## src/rtl/mult_div_unit_pkg.sv

```systemverilog
// ---------------------------------------------------------------------------
// mult_div_unit_pkg
// Shared definitions for the HI/LO multiply/divide sequencer:
//   - funct_t and the R-type funct codes that touch HI/LO
//   - md_state_t, the sequencer state encoding
//   - magnitude(), two's-complement absolute value for signed operands
// ---------------------------------------------------------------------------
package mult_div_unit_pkg;

    // R-type funct field. Kept as a plain 6-bit type because the core can
    // present any funct value; codes that are not listed here are ignored.
    typedef logic [5:0] funct_t;

    localparam funct_t FUNCT_MFHI  = 6'h10;
    localparam funct_t FUNCT_MTHI  = 6'h11;
    localparam funct_t FUNCT_MFLO  = 6'h12;
    localparam funct_t FUNCT_MTLO  = 6'h13;
    localparam funct_t FUNCT_MULT  = 6'h18;
    localparam funct_t FUNCT_MULTU = 6'h19;
    localparam funct_t FUNCT_DIV   = 6'h1A;
    localparam funct_t FUNCT_DIVU  = 6'h1B;

    typedef enum logic [1:0] {
        MD_IDLE,
        MD_MUL,
        MD_DIV,
        MD_FIX
    } md_state_t;

    // Counter value of the final (32nd) iteration.
    localparam logic [5:0] MD_LAST_ITER = 6'd31;

    // Absolute value of a signed operand; unsigned operands pass through.
    // 0x80000000 maps to itself, which is the correct unsigned magnitude.
    function automatic logic [31:0] magnitude(input logic [31:0] v,
                                              input logic        is_signed);
        return (is_signed && v[31]) ? (~v + 32'd1) : v;
    endfunction

endpackage

```

## src/rtl/mult_div_unit_if.sv

```systemverilog
// ---------------------------------------------------------------------------
// mult_div_unit_if
// Request/response bundle between the execute stage and the HI/LO unit.
//   start, fncode, a, b : request from the core (master drives)
//   busy, done          : sequencer status (slave drives)
//   hi, lo              : architectural HI/LO registers (slave drives)
// ---------------------------------------------------------------------------
interface mult_div_unit_if;
    import mult_div_unit_pkg::*;

    logic        start;
    funct_t      fncode;
    logic [31:0] a;
    logic [31:0] b;
    logic        busy;
    logic        done;
    logic [31:0] hi;
    logic [31:0] lo;

    modport master (
        output start, fncode, a, b,
        input  busy, done, hi, lo
    );

    modport slave (
        input  start, fncode, a, b,
        output busy, done, hi, lo
    );

endinterface

```

## src/rtl/mult_div_unit.sv

```systemverilog
// ---------------------------------------------------------------------------
// mult_div_unit
// Multi-cycle sequencer for MULT/MULTU/DIV/DIVU plus MTHI/MTLO. Owns the
// architectural HI/LO registers. Multiply is shift-add, divide is restoring
// shift-subtract, one bit per cycle, followed by a sign-fix/commit cycle.
//
// Ports:
//   clk    in   system clock, rising edge
//   reset  in   asynchronous active-high reset
//   md     slave modport of mult_div_unit_if:
//            start/fncode/a/b  request, sampled while busy=0
//            busy              operation in flight (33 cycles for MUL/DIV)
//            done              one-cycle pulse after HI/LO commit
//            hi/lo             architectural HI/LO registers
// ---------------------------------------------------------------------------
module mult_div_unit
    import mult_div_unit_pkg::*;
(
    input  logic            clk,
    input  logic            reset,
    mult_div_unit_if.slave  md
);

    md_state_t   state_reg, state_next;
    logic [5:0]  cnt_reg, cnt_next;
    logic        is_div_reg, is_div_next;
    // neg_q: product sign (MUL) or quotient sign (DIV); neg_r: remainder sign
    logic        neg_q_reg, neg_q_next;
    logic        neg_r_reg, neg_r_next;
    // Multiplicand magnitude (MUL) or divisor magnitude (DIV)
    logic [31:0] oper_reg, oper_next;
    // Shared working pair: {acc_hi, acc_lo} for MUL, {rem, q} for DIV
    logic [31:0] work_hi_reg, work_hi_next;
    logic [31:0] work_lo_reg, work_lo_next;
    logic [31:0] hi_reg, hi_next;
    logic [31:0] lo_reg, lo_next;
    logic        busy_reg, busy_next;
    logic        done_reg, done_next;

    // Request decode
    logic        op_signed;
    logic [31:0] a_mag;
    logic [31:0] b_mag;

    assign op_signed = (md.fncode == FUNCT_MULT) || (md.fncode == FUNCT_DIV);
    assign a_mag     = magnitude(md.a, op_signed);
    assign b_mag     = magnitude(md.b, op_signed);

    // Multiply step: conditional add with carry out, then the 65-bit
    // {carry, acc_hi, acc_lo} shifts right by one.
    logic [32:0] mul_sum;
    assign mul_sum = work_lo_reg[0] ? ({1'b0, work_hi_reg} + {1'b0, oper_reg})
                                    : {1'b0, work_hi_reg};

    // Divide step: {rem, q} shifts left; the 33-bit shifted remainder is
    // {work_hi_reg[31], div_shift}. If its top bit is set it necessarily
    // exceeds any 32-bit divisor and the 32-bit difference is exact, so the
    // 33-bit trial subtract reduces to "top bit OR no borrow".
    logic [31:0] div_shift;
    logic [31:0] div_diff;
    logic        div_borrow;
    logic        div_fits;

    assign div_shift              = {work_hi_reg[30:0], work_lo_reg[31]};
    assign {div_borrow, div_diff} = {1'b0, div_shift} - {1'b0, oper_reg};
    assign div_fits               = work_hi_reg[31] | ~div_borrow;

    // Commit values
    logic [63:0] product;
    logic [63:0] product_fixed;
    logic [31:0] quot_fixed;
    logic [31:0] rem_fixed;

    assign product       = {work_hi_reg, work_lo_reg};
    assign product_fixed = neg_q_reg ? (64'd0 - product) : product;
    assign quot_fixed    = neg_q_reg ? (32'd0 - work_lo_reg) : work_lo_reg;
    assign rem_fixed     = neg_r_reg ? (32'd0 - work_hi_reg) : work_hi_reg;

    always_comb begin
        state_next   = state_reg;
        cnt_next     = cnt_reg;
        is_div_next  = is_div_reg;
        neg_q_next   = neg_q_reg;
        neg_r_next   = neg_r_reg;
        oper_next    = oper_reg;
        work_hi_next = work_hi_reg;
        work_lo_next = work_lo_reg;
        hi_next      = hi_reg;
        lo_next      = lo_reg;
        busy_next    = busy_reg;
        done_next    = 1'b0;

        case (state_reg)
            MD_IDLE: begin
                if (md.start) begin
                    case (md.fncode)
                        FUNCT_MULT, FUNCT_MULTU: begin
                            state_next   = MD_MUL;
                            busy_next    = 1'b1;
                            is_div_next  = 1'b0;
                            neg_q_next   = op_signed & (md.a[31] ^ md.b[31]);
                            neg_r_next   = 1'b0;
                            oper_next    = a_mag;
                            work_hi_next = 32'd0;
                            work_lo_next = b_mag;
                            cnt_next     = 6'd0;
                        end
                        FUNCT_DIV, FUNCT_DIVU: begin
                            state_next   = MD_DIV;
                            busy_next    = 1'b1;
                            is_div_next  = 1'b1;
                            neg_q_next   = op_signed & (md.a[31] ^ md.b[31]);
                            neg_r_next   = op_signed & md.a[31];
                            oper_next    = b_mag;
                            work_hi_next = 32'd0;
                            work_lo_next = a_mag;
                            cnt_next     = 6'd0;
                        end
                        FUNCT_MTHI: hi_next = md.a;
                        FUNCT_MTLO: lo_next = md.a;
                        default: ;
                    endcase
                end
            end

            MD_MUL: begin
                work_hi_next = mul_sum[32:1];
                work_lo_next = {mul_sum[0], work_lo_reg[31:1]};
                cnt_next     = cnt_reg + 6'd1;
                if (cnt_reg == MD_LAST_ITER) begin
                    state_next = MD_FIX;
                end
            end

            MD_DIV: begin
                // A zero divisor always "fits", giving q=all ones, rem=dividend.
                work_hi_next = div_fits ? div_diff : div_shift;
                work_lo_next = {work_lo_reg[30:0], div_fits};
                cnt_next     = cnt_reg + 6'd1;
                if (cnt_reg == MD_LAST_ITER) begin
                    state_next = MD_FIX;
                end
            end

            MD_FIX: begin
                if (is_div_reg) begin
                    hi_next = rem_fixed;
                    lo_next = quot_fixed;
                end else begin
                    hi_next = product_fixed[63:32];
                    lo_next = product_fixed[31:0];
                end
                state_next = MD_IDLE;
                busy_next  = 1'b0;
                done_next  = 1'b1;
            end

            default: state_next = MD_IDLE;
        endcase
    end

    always_ff @(posedge clk or posedge reset) begin
        if (reset) begin
            state_reg   <= MD_IDLE;
            cnt_reg     <= 6'd0;
            is_div_reg  <= 1'b0;
            neg_q_reg   <= 1'b0;
            neg_r_reg   <= 1'b0;
            oper_reg    <= 32'd0;
            work_hi_reg <= 32'd0;
            work_lo_reg <= 32'd0;
            hi_reg      <= 32'd0;
            lo_reg      <= 32'd0;
            busy_reg    <= 1'b0;
            done_reg    <= 1'b0;
        end else begin
            state_reg   <= state_next;
            cnt_reg     <= cnt_next;
            is_div_reg  <= is_div_next;
            neg_q_reg   <= neg_q_next;
            neg_r_reg   <= neg_r_next;
            oper_reg    <= oper_next;
            work_hi_reg <= work_hi_next;
            work_lo_reg <= work_lo_next;
            hi_reg      <= hi_next;
            lo_reg      <= lo_next;
            busy_reg    <= busy_next;
            done_reg    <= done_next;
        end
    end

    assign md.busy = busy_reg;
    assign md.done = done_reg;
    assign md.hi   = hi_reg;
    assign md.lo   = lo_reg;

endmodule

```

## src/flat_wrapper.sv

```systemverilog
// flat-port wrapper written by rule: the top's interface ports become plain ports
module mult_div_unit_flat import mult_div_unit_pkg::*;
  (clk, reset, md_start, md_fncode, md_a, md_b, md_busy, md_done, md_hi, md_lo);
  mult_div_unit_if md_i ();
  input  logic clk;
  input  logic reset;
  input wire logic [$bits(md_i.start)-1:0] md_start;
  input wire logic [$bits(md_i.fncode)-1:0] md_fncode;
  input wire logic [$bits(md_i.a)-1:0] md_a;
  input wire logic [$bits(md_i.b)-1:0] md_b;
  output wire logic [$bits(md_i.busy)-1:0] md_busy;
  output wire logic [$bits(md_i.done)-1:0] md_done;
  output wire logic [$bits(md_i.hi)-1:0] md_hi;
  output wire logic [$bits(md_i.lo)-1:0] md_lo;
  assign md_i.start = md_start;
  assign md_i.fncode = md_fncode;
  assign md_i.a = md_a;
  assign md_i.b = md_b;
  assign md_busy = md_i.busy;
  assign md_done = md_i.done;
  assign md_hi = md_i.hi;
  assign md_lo = md_i.lo;
  mult_div_unit u_core (.clk(clk), .reset(reset), .md(md_i));
endmodule
```

## config.mk

```make
export PLATFORM = sky130hd
export DESIGN_NAME = mult_div_unit_flat
export DESIGN_NICKNAME = d
export VERILOG_FILES = /design/src/rtl/mult_div_unit_pkg.sv /design/src/rtl/mult_div_unit_if.sv /design/src/rtl/mult_div_unit.sv /design/src/flat_wrapper.sv
export SDC_FILE = /design/constraint.sdc
export NUM_CORES = 1
export LEC_CHECK = 0
export ABC_AREA = 1
export CAP_MARGIN = 20
export CORE_MARGIN = 2
export CORE_UTILIZATION = 63
export CTS_CLUSTER_SIZE = 28
export DETAILED_ROUTE_END_ITERATION = 8
export DONT_BUFFER_PORTS = 1
export GPL_TIMING_DRIVEN = 1
export PLACE_DENSITY = 0.79
export SLEW_MARGIN = 20
export SYNTH_ARGS = -nofsm -noshare
export SYNTH_HDL_FRONTEND = slang
export SYNTH_SLANG_ARGS = --single-unit
```

## constraint.sdc

```tcl
create_clock -name clk -period 9.3 [get_ports clk]
set_input_delay 1.395 -clock clk [delete_from_list [all_inputs] [get_ports clk]]
set_output_delay 1.395 -clock clk [all_outputs]
set_load 0.05 [all_outputs]
```

# Word level (Yosys, flattened, before mapping)
# Index checks and enable logic that the tools add are counted.
# word_totals
ff_bits,173
latch_bits,0
ram_bits,0
rom_bits,0
output_inout_bits,66
wordCells,99
n_memories,0
# op_classes
add_sub_neg,8
mul,0
div_mod_pow,0
order_cmp,0
n_eq_ne,16
shifts,0
mux,35
n_bitwise,7
reduce_logical,21
# op_table
operator,n
two-way mux 32 bit,14
one-hot mux 32 bit (2 select lines),4
one-hot mux 32 bit (3 select lines),2
adder 32 x 1 -> 32 bit (second input constant),2
two-way mux 64 bit,1
NOT 32 bit,2
subtractor 1 x 32 -> 32 bit (first input constant),2
subtractor 1 x 64 -> 64 bit (first input constant),1
== test 6 x 5 -> 1 bit (second input constant),7
adder 32 x 32 -> 33 bit,1
two-way mux 33 bit,1
subtractor 32 x 32 -> 33 bit,1
AND reduction 3 bit,9
two-way mux 6 bit,2
one-hot mux 6 bit (2 select lines),1
inequality test 2 bit (second input constant),4
adder 6 x 1 -> 6 bit (second input constant),1
one-hot mux 1 bit (2 select lines),3
one-hot mux 2 bit (3 select lines),1
nonzero test 2 bit,3
OR reduction 2 bit,3
== test 2 bit (second input constant),2
two-way mux 2 bit,2
one-hot mux 2 bit (2 select lines),1
13 further kinds,17

# Depth between registers and ports, before layout
# logic_depth
word_depth,7
ltp_mapped,19

# Worst setup path before layout
# Ideal clock, no wire load.
# synth_timing
path_kind,in2reg
start,input port md_a[0]
end,register u_core.work_lo_reg[18]
setup_time_ps,131
arrival_ps,2714
t_required_ps,9169
slack_ps,6455
stages,13
path_buffers,0
path_cell_list,inv_1 > ha_1 > nand2_1 > nor2_1 > nand2_1 > nor2_2 > nand2_1 > nor2_1 > nor2_1 > xor2_1 > nand2_1 > nand3_1 > o211ai_1
# synth_between
elab_chain_len,6
# synth_rtl
item,line,source
from (decl),flat_wrapper.sv:9,input wire logic [$bits(md_i.a)-1:0] md_a;
NOT 32 bit,mult_div_unit_pkg.sv:37,return (is_signed && v[31]) ? (~v + 32'd1) : v;
adder 32 x 1 -> 32 bit,mult_div_unit_pkg.sv:37,
two-way mux 32 bit,mult_div_unit_pkg.sv:37,
one-hot mux 32 bit (2 select lines),mult_div_unit.sv:96,case (md.fncode)
two-way mux 32 bit,mult_div_unit.sv:95,if (md.start) begin
one-hot mux 32 bit (3 select lines),mult_div_unit.sv:93,case (state_reg)
to (signal assigned),mult_div_unit.sv:184,work_lo_reg <= work_lo_next;
to (decl),mult_div_unit.sv:34,"logic [31:0] work_lo_reg, work_lo_next;"
# Every way passes these cells. The select of a mux whose other input is x is not followed.
# A chain may end at the register's enable or synchronous reset.

# Worst setup path after layout
# layout_timing
start,register u_core.work_hi_reg[0]
end,register u_core.work_hi_reg[26]
# layout_between
elab_chain_len,5
# layout_rtl
item,line,source
from (decl),mult_div_unit.sv:33,"logic [31:0] work_hi_reg, work_hi_next;"
from (signal assigned),mult_div_unit.sv:183,work_hi_reg <= work_hi_next;
subtractor 32 x 32 -> 33 bit,mult_div_unit.sv:65,"assign {div_borrow, div_diff} = {1'b0, div_shift} - {1'b0, oper_reg};"
NOT 1 bit,mult_div_unit.sv:66,assign div_fits = work_hi_reg[31] | ~div_borrow;
bitwise OR 1 bit,mult_div_unit.sv:66,
two-way mux 32 bit,mult_div_unit.sv:137,work_hi_next = div_fits ? div_diff : div_shift;
one-hot mux 32 bit (3 select lines) (*),mult_div_unit.sv:93,
# Every way passes the cells marked *; elsewhere a longest branch is shown, timed or not.

==> impl_metrics.py <==
metrics = {
    "timing": {
        "maxClockFrequency_ghz": 0.2673,
        "drv_slew": 0,
        "relSlewSlack_pct": 32.11,
        "skew_ps": 26.04,
        "post-route-period-util_pct": 40.23,
        "grt_setup_unrepaired": "false",
        "finalSetupViolCount": 0,
        "fin_crit_ps": 3741,
        "fin_tns_setup_ps": 0,
        "hold_viol_final": 0,
        "worst_pin_slew_ps": 1015,
    },
    "flow_run": {
        "drv_cap": 0,
    },
    "detailed_routing": {
        "drc": 0,
        "vias": 22207,
        "drtIter0Drc": 3093,
        "met3_wirelength_um": 8994,
        "wl_met1_um": 27060,
        "avgViaCountPerCell": 6.347,
        "wl_met2_um": 32700,
        "wirelength_um": 76680,
        "dr.max_layer_used": "met5",
        "wl_per_cell_um": 21.92,
        "firstDrtPassIters": 7,
        "final_antenna_net_count": 0,
    },
    "logic_synthesis": {
        "synthAdderAreaFrac_pct": 5.217,
        "postSynthCellCount": 3175,
        "muxShareOfSynthArea_pct": 0,
        "ys_seq_area_share_pct": 23.69,
        "synth_area_um2": 18270,
        "synthSimpleGateAreaFrac_pct": 42.08,
        "synth_compound_area_share_pct": 14.54,
        "synth_cell_types": 44,
        "synth_top_family_by_area": "simple AND/OR/NAND/NOR gates",
        "synth_xor_area_share_pct": 3.211,
        "syn_nets": 3323,
        "ys.flop_type": "dfrtp_1",
        "ys_ff_latch": 173,
        "ys_warn_count": 0,
        "ys_async_sr_fraction_pct": 100.0,
        "syn_avg_cell_area_um2": 5.756,
        "synth-edff-count": 0,
    },
    "cts": {
        "cts_tree": "yes",
        "cts_root_buf": "clkbuf_16",
        "clock_path_buffers": 2,
        "clock-sinks": 173,
        "postCtsHoldBufs": 0,
        "cts_buffers": 17,
        "post-cts-setup-buffers": 0,
        "post_cts_resize_count": 0,
        "h-tree-depth": 4,
        "clk_latency_ps": 470,
        "clk_pin_slew_worst_paths_ps": 80,
    },
    "power": {
        "pwr_density_cell_nw_per_um2": 429.8,
        "p_leak_nw": 9.908,
        "peakVddDrop_mv": 0.4001,
        "totalPowerFinal_mw": 8.151,
    },
    "die": {
        "die_w_um": 174.3,
        "dieArea_um2": 30380,
        "rows": 62,
        "initial_utilization_pct": 63.84,
        "ioPinCount": 139,
        "core-area_um2": 28630,
        "die_y_um": 174.3,
    },
    "critical_path": {
        "r2r_slack_ps": 5560,
        "critPathKind": "reg -> reg",
        "crit-reg2reg-launch": "u_core.work_hi_reg[0]",
        "crit_chain": "inv_1, fa_1, nor2_1, o21ai_1, nand2_2, nand2_1, nand2_2, nand3_4, nand2_4, nand2_2, nand2_1, nand2_1, nand2_1, nand2_1, nand2_1",
        "worstPathRequired_ps": 9700,
        "reg2reg_depth": 15,
        "slowest_delay_ps": 730,
        "cp_max_fo": 34,
        "worstReg2RegEnd": "u_core.work_hi_reg[26]",
        "startpoint_type": "flip-flop",
        "arrival_ps": 4150,
        "cp_common_cell": "nand2_1",
        "crit_path_end_kind": "flip-flop",
        "critPathSlowestCell": "dfrtp_1",
    },
    "layout": {
        "area_delta_synth_final_pct": 3.786,
        "drive_gt1_share_pct": 3.179,
        "nets": 3249,
        "design_area_um2": 18970,
    },
    "worst_hold_path": {
        "holdCritStartpoint": "u_core.cnt_reg[4]",
        "holdPathStages": 1,
        "whs_endpoint": "u_core.cnt_reg[4]",
        "timing.hold.worst.class": "reg -> reg",
    },
    "placement": {
        "dp_hpwl_um": 60040,
        "post_dp_cell_area_um2": 18380,
        "gp_congestion": 1.089,
        "portBuffers": 0,
    },
    "grt": {
        "overflow": 0,
        "grt_max_degree": 79,
        "grt_pass1_wl_um": 117000,
        "grt_pass1_vias": 21012,
        "grt_antenna_before_repair": 3,
        "grt_usage_pct": 50.51,
    },
    "status": {
        "status": "completed",
    },
}
## critical path, delay by kind of cell (launching register included)
kind	cells	cell delay (ps)
buf+inv	1	370
flops	1	730
compound gates	1	90
simple gates	12	1940
fa+ha+maj	1	540
## routing by layer
metal	GRT usage [%]	vias to the layer above
met3	16.32	503
met2	76.84	1574
met4	41.63	8
met5	0.3205	-
li1	-	10047
met1	57.97	10075
## synth_stat cells (29+ instances only)
cell / n / share of area (%)
nand2_1: 1042 / 21
inv_1: 403 / 8.3
nor2_1: 399 / 8.2
nand3_1: 292 / 8.0
dfrtp_1: 173 / 24
a21oi_1: 163 / 4.5
o21ai_0: 134 / 3.7
ha_1: 73 / 5.0
clkbuf_1: 59 / 1.2
xor2_1: 50 / 2.4
nor3_1: 39 / 1.1
o211ai_1: 38 / 1.6
o22ai_1: 33 / 1.1
nand4_1: 32 / 1.1
a31oi_1: 30 / 1.0
buf_2: 29 / 0.79
## where the power goes
group,internal (mW),total (mW),switching [mW]
Clock,0.387,0.745,0.359
Combinational,1.59,5.29,3.70
Sequential,1.09,2.12,1.03
## through the flow
stage | hold WS (ps) | cells | worst slack [ps] | utilization (%)
final | 518.2 | 3499 | 5559 | 66.26
after global placement | 495.3 | 3466 | 5162 | 64.19
after floorplan | 469.0 | 3175 | 3217 | -
after CTS | 519.7 | 3498 | 5522 | 66.22
after global routing | 540.5 | 3498 | 5451 | 66.25
after detailed placement | 510.5 | 3466 | 5062 | 64.22
## cells in the final DEF, fill, tap and decap left out, types with 3 or more instances in the layout
cell type and n:
dfrtp_1 173, o221ai_1 9, clkinv_4 3, clkinv_2 3, a31oi_1 30, clkinvlp_4 4, a21oi_1 163, o21ai_0 134
a22oi_1 12, nor2_1 398, nand3b_1 8, nor4_1 8, nand4_1 32, clkinv_1 3, nand3_1 292, inv_2 15
inv_1 401, and2_1 4, nand2_1 1041, buf_4 11, nor3_1 39, nand2_2 11, ha_1 72, xnor2_1 17
o22ai_1 33, nand3_2 3, o211ai_1 38, o21ai_1 28, nor2_4 3, nor2_2 15, o21bai_1 22, xor2_1 50
clkbuf_16 17
## worst max path at each step
stage / startpoint / endpoint / slack (ps) / cells past startpoint
after floorplan: reset / u_core.cnt_reg[0] / 3220 / 1
after global placement: md_fncode[4] / u_core.work_lo_reg[17] / 5160 / 13
after detailed placement: md_fncode[4] / u_core.work_lo_reg[3] / 5060 / 13
after CTS: md_fncode[4] / u_core.work_lo_reg[3] / 5520 / 13
after global routing: u_core.work_hi_reg[0] / u_core.work_hi_reg[22] / 5450 / 15
final: u_core.work_hi_reg[0] / u_core.work_hi_reg[26] / 5560 / 15
## layout make-up
type	count	area, um^2
Multi-Input combinational cell	2476	11910
Fill cell	2745	9659
Sequential cell	173	4329
Inverter	422	1592
Tap cell	384	480.5
Clock buffer	21	460.4
Clock inverter	11	111.4
Timing Repair Buffer	11	82.58
Antenna cell	1	2.502
## cell families (layout without fill, tap and decap cells)
family                     Yosys count  count (layout)
and+or+nand+nor                   1863            1863
buffers and inverters              526             465
AOI/OAI and AO/OA                  471             471
DFF                                173             173
adders and majority gates           75              75
xor gates and xnor gates            67              67
other                                0               1
Note: power is estimated with default switching activity, not from simulation.
